--- config.mk ---
export PLATFORM = sky130hd
export DESIGN_NAME = msfsm_mg_engine
export DESIGN_NICKNAME = d
export VERILOG_FILES = /design/src/rtl/msfsm_mg_engine.sv
export SDC_FILE = /design/constraint.sdc
export NUM_CORES = 1
export LEC_CHECK = 0
export BUFFER_PORTS_ARGS = -buffer_cell sky130_fd_sc_hd__buf_4
export CAP_MARGIN = 20
export CORE_AREA = 3 3 41 52
export DETAILED_ROUTE_END_ITERATION = 6
export DIE_AREA = 0 0 44 55
export PLACE_DENSITY = 0.8
export SLEW_MARGIN = 10
export SYNTH_ARGS = -nofsm -noshare
export SYNTH_HDL_FRONTEND = slang
export SYNTH_SLANG_ARGS = --single-unit
--- constraint.sdc ---
create_clock -name clk -period 5.2 [get_ports clk]
set_clock_uncertainty 0.2 [all_clocks]
set_input_delay 0.26 -clock clk [delete_from_list [all_inputs] [get_ports clk]]
set_output_delay 0.26 -clock clk [all_outputs]
set_load 0.02 [all_outputs]
--- src/rtl/msfsm_mg_engine.sv ---
// msfsm_mg_engine: marked-graph token engine with bounded places, back-pressure and error detection
module msfsm_mg_engine #(
   parameter int               NP    = 4,
   parameter int               NT    = 4,
   parameter int               NI    = 1,
   parameter int               CW    = 2,
   parameter logic [NT*NP-1:0] PRE   = 16'h4218,
   parameter logic [NT*NP-1:0] POST  = 16'h8421,
   parameter logic [NP*CW-1:0] M0    = 8'h40,
   parameter int               MOORE = 0,
   parameter int               DLW   = 3
) (
   input  logic                clk,
   input  logic                reset,
   input  logic [NI-1:0]       in_ev,
   input  logic [NT-NI-1:0]    out_rdy,
   output logic [NT-NI-1:0]    out_ev,
   output logic [NT-1:0]       enabled,
   output logic [NP*CW-1:0]    marking,
   output logic                err_unexp,
   output logic                deadlock,
   output logic                cfg_err
);
   localparam logic [CW-1:0]  MAX  = '1;
   localparam logic [DLW-1:0] DMAX = '1;

   function automatic logic cfg_check();
      logic bad;
      int   prod;
      int   cons;
      bad = 1'b0;
      for (int p = 0; p < NP; p++) begin
         prod = 0;
         cons = 0;
         for (int t = 0; t < NT; t++) begin
            prod += int'(POST[t*NP+p]);
            cons += int'(PRE[t*NP+p]);
         end
         if (prod != 1 || cons != 1) bad = 1'b1;
      end
      return bad;
   endfunction

   localparam logic CFG = cfg_check();

   logic [NT-1:0]    fire;
   logic [NP*CW-1:0] mark_nxt;
   logic [DLW-1:0]   dl_cnt;
   logic [DLW-1:0]   dl_nxt;

   assign cfg_err = CFG;

   // a transition is enabled when all its preset places hold a token and all postset places have room
   always_comb begin
      enabled = '1;
      for (int t = 0; t < NT; t++)
         for (int p = 0; p < NP; p++) begin
            if (PRE[t*NP+p] && marking[p*CW +: CW] == '0) enabled[t] = 1'b0;
            if (POST[t*NP+p] && marking[p*CW +: CW] == MAX) enabled[t] = 1'b0;
         end
   end

   assign fire = {enabled[NT-1:NI] & out_rdy, enabled[NI-1:0] & in_ev};

   // each place loses a token when its consumer fires and gains one when its producer fires
   always_comb begin
      mark_nxt = marking;
      for (int t = 0; t < NT; t++)
         for (int p = 0; p < NP; p++) begin
            if (PRE[t*NP+p] && fire[t]) mark_nxt[p*CW +: CW] = mark_nxt[p*CW +: CW] - CW'(1);
            if (POST[t*NP+p] && fire[t]) mark_nxt[p*CW +: CW] = mark_nxt[p*CW +: CW] + CW'(1);
         end
   end

   assign dl_nxt = (|enabled) ? '0 : (dl_cnt == DMAX ? dl_cnt : dl_cnt + DLW'(1));

   // marking, sticky error flags and the no-progress counter
   always_ff @(posedge clk or negedge reset)
      if (!reset) begin
         marking   <= M0;
         err_unexp <= 1'b0;
         dl_cnt    <= '0;
         deadlock  <= 1'b0;
      end else begin
         marking   <= mark_nxt;
         err_unexp <= err_unexp | (|(in_ev & ~enabled[NI-1:0]));
         dl_cnt    <= dl_nxt;
         deadlock  <= deadlock | (dl_nxt == DMAX);
      end

   generate
      if (MOORE != 0) begin : g_moore
         // output pulses delayed one cycle behind the firing edge
         always_ff @(posedge clk or negedge reset)
            if (!reset) out_ev <= '0;
            else        out_ev <= fire[NT-1:NI];
      end else begin : g_mealy
         assign out_ev = fire[NT-1:NI];
      end
   endgenerate
endmodule

# Yosys cells after proc, flatten, opt, wreduce, memory -nomap -nowiden
# Cells that the tools add are included.
# word_totals
reg_bits,13
word_cells,48
output_inout_bits,18
# classes
n_mux,18
n_reduce_logical,5
addsub,9
n_bitwise,6
eq_ne,6
# ops
op,count
$mux W2,8
$add A2 B1 Y2 const B,4
$eq A2 B2 Y1 const B,4
$logic_not A2 Y1,4
$mux W1,8
$sub A2 B1 Y2 const B,4
$eq A3 B3 Y1 const B,2
$mux W3,2
$reduce_or A4 Y1,1
$add A3 B1 Y3 const B,1
$and A3 B3 Y3,1
$and A1 B1 Y1,2
$or A1 B1 Y1,2
$not A1 Y1,1

# Depth between registers and ports, before layout
# depth
depth_word,7
depth_mapped,5

# Worst setup path before layout
# No wires, ideal clock.
# synth_path
path_type,flip-flop to flip-flop
startpoint,register marking[6]
endpoint,register marking[1]
slack_ps,3192
required_time_ps,4853
setup_ps,147
arrival_time_ps,1661
stages_incl_launch_ff,6
period_less_slack_ps,2008
path_cell_list,dfstp_2 -> inv_1 -> ha_1 -> or4b_1 -> o2111ai_1 -> o211ai_1
# synth_between
elab_chain_cells,6
# synth_lines
element,line,text
from (decl),19,"output logic [NP*CW-1:0] marking,"
from (signal assigned),85,marking <= mark_nxt;
$logic_not A2 Y1 *,--,
$mux W1 *,58,if (PRE[t*NP+p] && marking[p*CW +: CW] == '0) enabled[t] = 1'b0;
$and A1 B1 Y1 *,63,"assign fire = {enabled[NT-1:NI] & out_rdy, enabled[NI-1:0] & in_ev};"
$mux W2 *,71,if (POST[t*NP+p] && fire[t]) mark_nxt[p*CW +: CW] = mark_nxt[p*CW +: CW] + CW'(1);
$sub A2 B1 Y2,70,if (PRE[t*NP+p] && fire[t]) mark_nxt[p*CW +: CW] = mark_nxt[p*CW +: CW] - CW'(1);
$mux W2 *,70,
named net mark_nxt[1],47,logic [NP*CW-1:0] mark_nxt;
# Mark *: on every way through the listed nets, which the timed path passes. The rest lies on a longest branch.

# Worst setup path after layout
# layout_path
startpoint,register marking[0]
endpoint,output port out_ev[0]
# layout_between
elab_chain_cells,4
# layout_lines
element,line,text
$logic_not A2 Y1,--,
$mux W1,58,
$mux W1,59,if (POST[t*NP+p] && marking[p*CW +: CW] == MAX) enabled[t] = 1'b0;
$and A3 B3 Y3,63,
to (decl),17,"output logic [NT-NI-1:0] out_ev,"
# Every way passes these cells.

==> key figures <==
Route
  • Routed wire length: 1800 microns
  • Total number of vias: 703
  • Residual DRC: 0
  • Initial drt markers: 6
  • DR WL/cell: 13.9 microns
  • Vias per cell: 5.41
  • Final ANT Viol Nets: 0
  • Pre-antenna DRT Iters: 4

Worst setup path
  • Crit path kind: reg -> out
  • Slowest stage cell, crit path: dfrtp_1
  • Slowest cell delay on critical path: 0.44 ns
  • Setup crit start kind: register
  • Worst EP arrival: 1.68 ns
  • CP Buf/Inv Count: 2
  • CP Cell Sequence: inv_1 > ha_1 > nor3b_4 > buf_4
  • Crit path max fanout: 7
  • CP Capture Type: output port
  • WP data required: 4.74 ns
  • Kind of cell adding the most delay to the critical path: flip-flops

Final layout
  • Layout area overhead: 23.5%
  • Nets: 127
  • Fin area: 1140 sq um
  • Multi-input gate area: 561 sq um
  • Non-Filler Instances: 130
  • Share of layout cells above drive strength 1: 28.8%
  • Antenna cells: 0
  • Fillers: 144
  • Reg area: 327 sq um

Floorplan
  • # rows: 17
  • IO Count: 24
  • Starting density of the core: 53.0%
  • DIE AREA: 2420 sq um
  • Die Wd: 44 microns
  • Die height: 55 microns
  • Core area: 1740 sq um

Synth
  • Synth cell count leaders: dfrtp_1 (12), xnor2_1 (12), ha_1 (9), inv_1 (8), nor2_1 (6)
  • Top_reg_cell synth: dfrtp_1
  • Mapped Area: 925 sq um
  • Synth Warn #: 0
  • Post-synth EDFFs: 0
  • Cells after synthesis: 85
  • Syn avg cell area: 10.9 sq um
  • FF+latch count, synth: 13
  • Share of the synthesized area in the top cell type: 32.5%
  • Yosys cell types: 28
  • Syn nets: 100
  • Synth async-reset ratio: 100%
  • Synth area leaders: dfrtp_1 (32%), ha_1 (12%), xnor2_1 (11%), nor3b_4 (6.1%), mux2i_1 (4.3%)
  • Synth area leader: dfrtp_1
  • Sequential area share after synthesis: 35.3%

STA
  • Fin. max-slew vios: 0
  • Unrepaired setup endpoints after global routing: no
  • Setup tns final: 0 ns
  • Setup violators final: 0
  • FMAX: 0.466 GHz
  • Hold Vio Cnt, Final: 0
  • Final min period: 2.14 ns
  • Final Cycle Share: 41.2%

GRT
  • Vias in the first global route: 700
  • Largest net degree at the start of global routing: 14
  • Gr ovfl total: 0
  • Antenna violations before repair: 0
  • First-pass GRT wire length: 2920 microns
  • Overall routing resource usage: 16.5%

Power and ir drop
  • P_leak: 0.536 nW
  • VDD IR max: 0.421 mV
  • Power Density: 706 nW/um^2

Clock network
  • Clock transition at the registers of the reported paths: 0.08 ns
  • CTS Buf Count: 3
  • H-tree depth: 1
  • Clk_lat worst skew: 0.28 ns
  • Post_cts resized: 0
  • Sink Count: 13
  • CTS max path bufs: 2
  • Root buffer cell: clkbuf_4
  • CTS tree: yes

Status
  • Status: complete, no violations

Placed design
  • Port Buffers: 22
  • GPL Wtd Cong: 0.737
  • Placed Area: 1110 sq um
  • Cells after DPL: 125
  • Post-DP HPWL: 1470 microns

Worst hold path
  • HP Class: in -> reg

Run
  • Max cap viols: 0
metal layers:
layer  up-vias  part of all wire, %  GRT usage, %
met1       332                   42          17.6
met3         4                  5.5          2.59
met5         -                    0             0
met2        23                   50          31.8
li1        344                    -             -
met4         0                  1.9          7.04
worst register-to-register path: stages, from the launching register on:
cell,delay [ns]
dfstp_2,0.59
inv_1,0.06
ha_1,0.26
or4b_1,0.55
o2111ai_1,0.12
o211ai_1,0.11
path summary, 6_finish.rpt:
check / slack, ns / endpoint / depth (start not counted) / start
worst max register to register: 3.18 / marking[1]$_DFF_PN0_ / 5 / marking[6]$_DFF_PN1_
min in group asynchronous: 0.16 / marking[0]$_DFF_PN0_ / 2 / reset
worst max-delay path: 3.06 / out_ev[0] / 4 / marking[0]$_DFF_PN0_
worst min register to register: 0.26 / deadlock$_DFF_PN0_ / 1 / deadlock$_DFF_PN0_
max in group asynchronous: 4.41 / marking[6]$_DFF_PN1_ / 2 / reset
worst min-delay path: 0.06 / err_unexp$_DFF_PN0_ / 3 / in_ev
metrics by stage:
| step | hold WS (ns) | utilization, % | worst slack, ns | power, mW |
|---|---|---|---|---|
| after floorplan | -0.236 | - | 3.19 | 0.581 |
| final | 0.0633 | 65.5 | 3.06 | 0.807 |
| after CTS | 0.0547 | 65.5 | 3.05 | 0.817 |
| after global placement | -0.0850 | 63.4 | 3.24 | 0.732 |
| after global routing | 0.0793 | 65.5 | 2.98 | 0.868 |
| after detailed placement | -0.0847 | 63.4 | 3.19 | 0.750 |
logic make-up (layout without fill, tap and decap cells):
kind of cell | Yosys count | in the layout | share of synthesized area, %
buffers and inverters | 9 | 35 | 4.06
DFF | 13 | 13 | 35.3
other | 1 | 1 | 0.406
muxes | 4 | 4 | 4.33
adders and majority gates | 9 | 9 | 12.2
AOI/OAI and AO/OA | 8 | 8 | 5.82
xor gates and xnor gates | 15 | 15 | 14.2
and+or+nand+nor | 26 | 26 | 23.7
flip-flops by register name (all words and copies together) (netlist names):
name       flops
dl_cnt         3
deadlock       1
err_unexp      1
marking        8
repair_timing:
| item | in CTS | in global routing |
|---|---|---|
| endpoints found under the hold margin | 13 | 0 |
| hold buffers | 1 | 0 |
| buffers inserted | 0 | 0 |
cell type report:
cell class                 instances  share of cell area (%)
multi-input combinational         63                    49.1
sequential                        13                    28.6
timing repair buffer              23                    15.3
inverter                           8                    2.63
clock buffer                       4                    2.30
tap                               19                    2.08
power breakdown:
group          leakage [nW]  total (mW)  switching (mW)  internal (mW)
registers             0.157       0.193          0.0492          0.144
logic                 0.364       0.552           0.296          0.255
clock network        0.0150      0.0621          0.0323         0.0298
total                 0.536       0.807           0.378          0.429
layout by cell type (no fill, tap or decap), types with 4 or more instances in the layout:
master   count
buf_4       22
dfrtp_1     12
ha_1         9
inv_1        8
mux2i_1      4
nor2_1       6
xnor2_1     12
No activity file was read; power rests on OpenSTA's default activity.
